<file path="src/rtl/reg_arbiter.sv">
// Four-requester round-robin arbiter that loads a shared register from the winning requester
// and holds it for HOLD_CYC cycles before it samples the requests again.
module reg_arbiter #(
    parameter int DW       = 8,
    parameter int HOLD_CYC = 3
) (
    input  logic            clk,
    input  logic            rst,
    input  logic [3:0]      req,
    input  logic [4*DW-1:0] din,
    output logic [3:0]      gnt,
    output logic [DW-1:0]   q,
    output logic [DW-1:0]   qb,
    output logic [1:0]      owner,
    output logic            busy
);
    localparam logic [0:0] S_IDLE   = 1'b0;
    localparam logic [0:0] S_HOLD   = 1'b1;
    localparam logic [3:0] CNT_LOAD = 4'(HOLD_CYC - 1);

    logic [0:0]    r_state;
    logic [3:0]    r_cnt;
    logic [1:0]    r_last;
    logic [3:0]    r_gnt;
    logic [DW-1:0] r_q;
    logic [1:0]    r_owner;
    logic          r_busy;

    logic          w_found;
    logic [1:0]    w_sel;
    logic [1:0]    w_idx;
    logic [DW-1:0] w_din_sel;

    // Search upward from the requester after the last winner, wrapping modulo 4.
    always_comb begin
        w_found = 1'b0;
        w_sel   = '0;
        w_idx   = '0;
        for (int unsigned i = 1; i <= 4; i++) begin
            w_idx = r_last + 2'(i);
            if (!w_found && req[w_idx]) begin
                w_found = 1'b1;
                w_sel   = w_idx;
            end
        end
    end

    always_comb begin
        w_din_sel = '0;
        for (int unsigned i = 0; i < 4; i++) begin
            if (2'(i) == w_sel) begin
                w_din_sel = din[i*DW +: DW];
            end
        end
    end

    always_ff @(posedge clk or negedge rst) begin
        if (!rst) begin
            r_state <= S_IDLE;
            r_cnt   <= '0;
            r_last  <= 2'd3;
            r_gnt   <= '0;
            r_q     <= '0;
            r_owner <= '0;
            r_busy  <= 1'b0;
        end else begin
            r_gnt <= '0;
            case (r_state)
                S_IDLE: begin
                    if (w_found) begin
                        r_gnt   <= 4'b0001 << w_sel;
                        r_q     <= w_din_sel;
                        r_owner <= w_sel;
                        r_last  <= w_sel;
                        r_busy  <= 1'b1;
                        r_cnt   <= CNT_LOAD;
                        r_state <= S_HOLD;
                    end
                end
                S_HOLD: begin
                    if (r_cnt != '0) begin
                        r_cnt <= r_cnt - 4'd1;
                    end else begin
                        r_busy  <= 1'b0;
                        r_state <= S_IDLE;
                    end
                end
                default: r_state <= S_IDLE;
            endcase
        end
    end

    assign gnt   = r_gnt;
    assign q     = r_q;
    assign qb    = ~r_q;
    assign owner = r_owner;
    assign busy  = r_busy;

endmodule

</file>
<file path="config.mk">
export PLATFORM = sky130hd
export DESIGN_NAME = reg_arbiter
export DESIGN_NICKNAME = d
export VERILOG_FILES = /design/src/rtl/reg_arbiter.sv
export SDC_FILE = /design/constraint.sdc
export NUM_CORES = 1
export LEC_CHECK = 0
export CORE_MARGIN = 1
export CORE_UTILIZATION = 35
export CTS_CLUSTER_DIAMETER = 150
export DETAILED_ROUTE_END_ITERATION = 16
export PLACE_DENSITY = 0.71
export SYNTH_ARGS = -nofsm -noshare
export SYNTH_HDL_FRONTEND = slang
export SYNTH_SLANG_ARGS = --single-unit
export TNS_END_PERCENT = 1
</file>
<file path="constraint.sdc">
create_clock -name clk -period 2.5 [get_ports clk]
set_input_delay 0.5 -clock clk [delete_from_list [all_inputs] [get_ports clk]]
set_output_delay 0.5 -clock clk [all_outputs]
set_load 0.005 [all_outputs]
</file>
==> out/results.txt <==
via count: 1144
share of cells above drive strength 1: 0.104
die width: 60.6 µm
Yosys cell types: 32
power per cell area: 1010 mW/mm²
clk slew on worst S/H paths: 0.13 ns
Hold Fails Final Rpt: 0
first-pass GRT wire length: 4.89 mm
Num CTS Buffers: 3
CP max FO: 20
final setup TNS: 0 ns
minimum clock period: 2.04 ns
post-DP HPWL: 2.51 mm
CTS root buf: clkbuf_4
Starting Density: 0.381
top layer in use: met3
DR WL met2: 1.52 mm
startpoint type of the worst setup path: input pin
post-synthesis xor/xnor area fraction: 0.00728
total number of yosys warnings: 0
Post-Syn Area per Cell: 10.1 µm²
synthesis-stage register bit count: 22
synthesized area: 0.00120 mm²
vias in the first global route: 1134
Routed Antenna Nets: 0
die height: 60.6 µm
VDD IR max: 549 µV
largest family of logic cells by synthesized area: compound AO/OA/AOI/OAI gates
clock sinks: 22
First-pass DRT Iterations: 3
IO buf count: 60
Slew Limit Headroom: 0.580
CP Class: input pin to flip-flop
HP Class: flip-flop to flip-flop
Peak Freq: 490 MHz
I/O pins: 61
number of max-cap violations: 0
Post-CTS Hold Buffers: 0
Worst R2R Start: r_last[1]
hold wc startpoint: owner[1]
gr usage total: 0.178
1st-iter DRT viols: 35
worst-case clock buffer depth: 2
WP data arrival: 2.20 ns
Placement Setup Slack: 0.128 ns
Synth Area in Compound Gates: 0.187
Routed wire per std cell: 14.2 µm
Final Power: 1930 µW
ant diodes: 0
Core Rows: 20
Mapped Cells: 119
Synth Area in Adders: 0.0208
Leakage: 0.000831 µW
initial antenna violation count: 0
H-Tree Depth: 1
GR Overflow Total: 0
max-slew violations: 0
commonest non-fill, non-tap cell in the layout: clkdlybuf4s50_1
multiplexer share of the synthesized area: 0.0749
vias per cell: 5.04
Least-Margin Pin Slew: 0.628 ns
Seq/Total Area, Yosys: 0.460
Clock Skew: 0.00580 ns
Crit path required time: 2.66 ns
met3 WL: 298 µm
Final GP Congestion: 0.772
Final #Nets: 224
M1 WL: 1.41 mm
Residual DRC: 0
Setup crit end kind: flip-flop
hold endpoint: owner[1]
CTS tree: built
Final Setup Violations: 0
run status: finished, final reports clean
r2r endpoint: q[1]
die area: 0.00367 mm²
Reg2Reg Setup Slack: 0.52 ns
Tcrit/Tclk final: 0.816
drt total wl: 3.23 mm
Hold Crit Depth: 2
Worst Slack Setup Final: 0.460 ns
commonest non-fill, non-tap cells in the layout: clkdlybuf4s50_1 (60), dfrtp_1 (20), inv_1 (13)
postcts setup bufs: 0
worst reg2reg path depth: 6
clk_lat worst skew: 0.30 ns
RSZ-0062 raised after global routing: no
cts repair resizes: 0
largest net degree at the start of global routing: 29
core area: 0.00315 mm²
Net Count, Synth: 159
simple-gate share of the synthesized area: 0.175
Area growth, synth to finish: 58.9%
-- Yosys cell counts --
cell,number,area [µm²]
and3_2,1,7.51
or2_2,1,6.26
clkbuf_1,1,3.75
nor2_1,7,26.3
ha_1,2,25.0
xnor2_1,1,8.76
nand3b_2,1,11.3
buf_6,2,22.5
nor3_1,2,10.0
and2_1,1,6.26
a221oi_1,8,70.1
o21ai_1,1,5.00
nor2b_1,9,56.3
a21o_1,1,7.51
o21ai_0,4,20.0
nand2b_1,2,12.5
nor4_1,1,6.26
dfrtp_1,20,500
inv_1,13,48.8
or3b_2,1,8.76
a31oi_4,1,21.3
a2111oi_0,8,70.1
nand3_1,1,5.00
nor3b_1,2,15.0
mux2i_1,9,90.1
and2b_2,1,8.76
a21o_2,1,8.76
dfstp_2,2,52.6
nand2_1,8,30.0
a21oi_1,2,10.0
buf_2,3,15.0
o22ai_1,2,12.5
-- cells by family after synthesis --
logic type / count (synthesis)
flops: 22
simple gates: 38
buf+inv: 19
fa+ha+maj: 2
compound gates: 28
xor+xnor: 1
mux: 9
-- report_power, final --
group	total, µW	switching [µW]	internal (µW)
registers	639	112	527
logic	1090	471	624
clock network	197	108	88.8
total	1930	691	1240
-- registers in the layout, summed over array words and instances, names as in the netlist --
| register | count |
|---|---|
| r_cnt | 4 |
| busy | 1 |
| owner | 2 |
| r_state | 1 |
| r_last | 2 |
| gnt | 4 |
| q | 8 |
-- worst max path at each step --
| stage | from | to | depth (start not counted) |
|---|---|---|---|
| final | req[3] | q[1] | 5 |
| after global routing | req[3] | q[3] | 5 |
| after CTS | req[3] | q[5] | 7 |
| after detailed placement | req[3] | q[5] | 7 |
| after global placement | req[3] | q[3] | 5 |
| after floorplan | r_last[1] | q[2] | 6 |
-- final cells by class --
type / count / area [µm²]
Clock buffer: 4 / 36.3
Multi-Input combinational cell: 78 / 559
Timing Repair Buffer: 66 / 658
Fill cell: 283 / 1240
Tap cell: 44 / 55.1
Sequential cell: 22 / 553
Inverter: 13 / 48.8
-- critical path, cell delays in order --
cell	delay [ns]
clkdlybuf4s50_1	0.57
nor4_1	0.11
or2_2	0.44
a2111oi_0	0.47
a221oi_1	0.11
-- stage by stage --
stage / cell area (µm²) / hold slack, ns / cells / util
2_1_floorplan: 1200 / 0.204 / 119 / -
3_3_place_gp: 1870 / 0.485 / 223 / 0.594
3_5_place_dp: 1870 / 0.481 / 223 / 0.594
4_1_cts: 1910 / 0.512 / 227 / 0.606
5_1_grt: 1910 / 0.538 / 227 / 0.606
6_report: 1910 / 0.502 / 227 / 0.606
-- layer usage --
layer	global-route usage	vias to the layer above
li1	-	551
met1	0.209	545
met2	0.334	48
met3	0.0384	0
met4	0.0357	0
met5	0	-
(Power assumes the default switching activity.)
==> patch, RTL diff (same settings) <==
The parameter `DW` goes from 8 to 6.
--- a/src/rtl/reg_arbiter.sv
+++ b/src/rtl/reg_arbiter.sv
@@ -3,3 +3,3 @@
 module reg_arbiter #(
-    parameter int DW       = 8,
+    parameter int DW       = 6,
     parameter int HOLD_CYC = 3
Ports: changed (resized din, q and qb); port bits go from 61 to 49. The function was not compared with the original's and may differ.
==> patch against the original RTL <==
Power shrank 9.7%. Clock skew decreased by 0.0022 ns. Setup slack lost 0.10 ns. Clock power shrank 6%. Design area fell by 11%. Wire length decreased by 21%. Sequential cell count decreased by 2. First-iteration DRC count down 63%. Register-to-register slack gained 0.15 ns. Area after synthesis down 8.4%.
==> patch: results (changes against the original RTL) <==
Synth
  • Synth area leaders: dfrtp_1, mux2i_1, mux2_2
  • Yosys Warn Count: 0 (unchanged)
  • Top cells by count, synth: dfrtp_1, mux2i_1, inv_1
  • Synth unique cells: 31 (-3.1%)
  • Post-synthesis compound-gate area fraction: 9.66% (-9.1 points)
  • Synth Area in XOR/XNOR: 1.59% (+0.86 points)
  • Mux cell area share after synthesis: 22.5% (+15 points)
  • Post-Synth Adder-Cell Area: 2.27% (+0.19 points)
  • Ys flop type: dfrtp_1
  • Mapped Nets: 133 (-16%)
  • Sequential area share after synthesis: 45.7% (-0.31 points)

GRT
  • Largest net degree at the start of global routing: 21 (-28%)
  • First-pass GRT wire length: 4330 um (-12%)
  • All-Layer GR Usage: 16.7% (-1.2 points)
  • Vias in the first global route: 970 (-14%)

Pwr
  • Cell leakage power: 0.000748 uW (-10%)
  • Sw Pwr: 598 uW (-13%)
  • VDD IR max: 0.513 mV (-6.5%)

Min path
  • Worst min path class: reg -> reg

Layout
  • Share of cells above drive strength 1: 15.4% (+5.0 points)
  • FILL cells: 265 (-6.4%)
  • Fin nets: 189 (-16%)
  • Max FFs per register: 6 (-2)

Place
  • Final HPWL DP: 2000 um (-20%)
  • Routability Congestion: 0.825 (+6.9%)
  • Number of port buffers: 48 (-20%)

STA
  • Final Skew: 0.00359 ns (-0.00221 ns)
  • Worst-Margin Slew: 0.365 ns (-0.263 ns)

Drt
  • Final WL: 2550 um (-21%)
  • First-pass detailed-route iteration total: 4 (+1)
  • Via count: 952 (-17%)
  • DR iter-0 viols: 13 (-63%)

Clocking
  • Worst skew pair latency: 0.29 ns
  • Root Buffer: clkbuf_4
  • Reg clk slew, reported paths: 0.11 ns (-0.02 ns)

Worst setup path
  • Worst EP arrival: 2.33 ns (+0.13 ns)
  • CP Max Fanout: 7 (-65%)

Outcome
  • Status: finished clean
patch: metrics by stage:
step	instance area, um2	total power [uW]	instances	hold WS (ns)	worst slack [ns]
after global placement	1670	1540	194	0.473	0.121
after CTS	1710	1760	198	0.511	0.356
final	1710	1740	198	0.506	0.359
after detailed placement	1670	1570	194	0.475	0.0313
after global routing	1710	1880	198	0.532	0.246
after floorplan	1100	1100	101	0.204	0.684
patch: cell type report:
cell class,count,area (um2),area share [%]
timing repair buffer,54,538,31.5
clock buffer,4,36.3,2.13
sequential,20,503,29.5
multi-input combinational,67,534,31.3
tap,42,52.6,3.08
inverter,11,41.3,2.42
patch: cell families after synthesis:
group	count (synthesis)
xor+xnor	2
mux	24
fa+ha+maj	2
flops	20
compound gates	14
buf+inv	14
simple gates	25
patch: worst max-delay path, cell delays in order:
cell and delay (ns):
clkdlybuf4s50_1 0.50, or4_2 0.72, o21ai_1 0.26, inv_2 0.07
nand2_1 0.08, xor2_1 0.15, nor2_1 0.06
patch: power by group through the flow:
stage,clock network (uW),registers (uW),logic [uW]
after floorplan,0,561,539
after global placement,0,574,962
after detailed placement,0,579,990
after CTS,190,577,997
after global routing,205,593,1080
final,186,577,980
patch: worst paths after layout:
check	slack, ns	start	endpoint	cells past startpoint
worst max-delay path	0.36	req[1]	r_cnt[2]	7
worst min-delay path	0.51	busy	busy	1
worst max register to register	0.67	r_last[0]	q[5]	6
worst min register to register	0.51	busy	busy	1
max in group asynchronous	1.70	rst	r_last[0]	2
min in group asynchronous	0.53	rst	gnt[3]	2
patch: routing by layer:
layer,vias up,track usage (%),routed length (um)
li1,463,-,-
met1,459,21.1,1080
met2,28,28.9,1340
met3,2,3.35,106
met4,0,4.42,21
met5,-,0,0
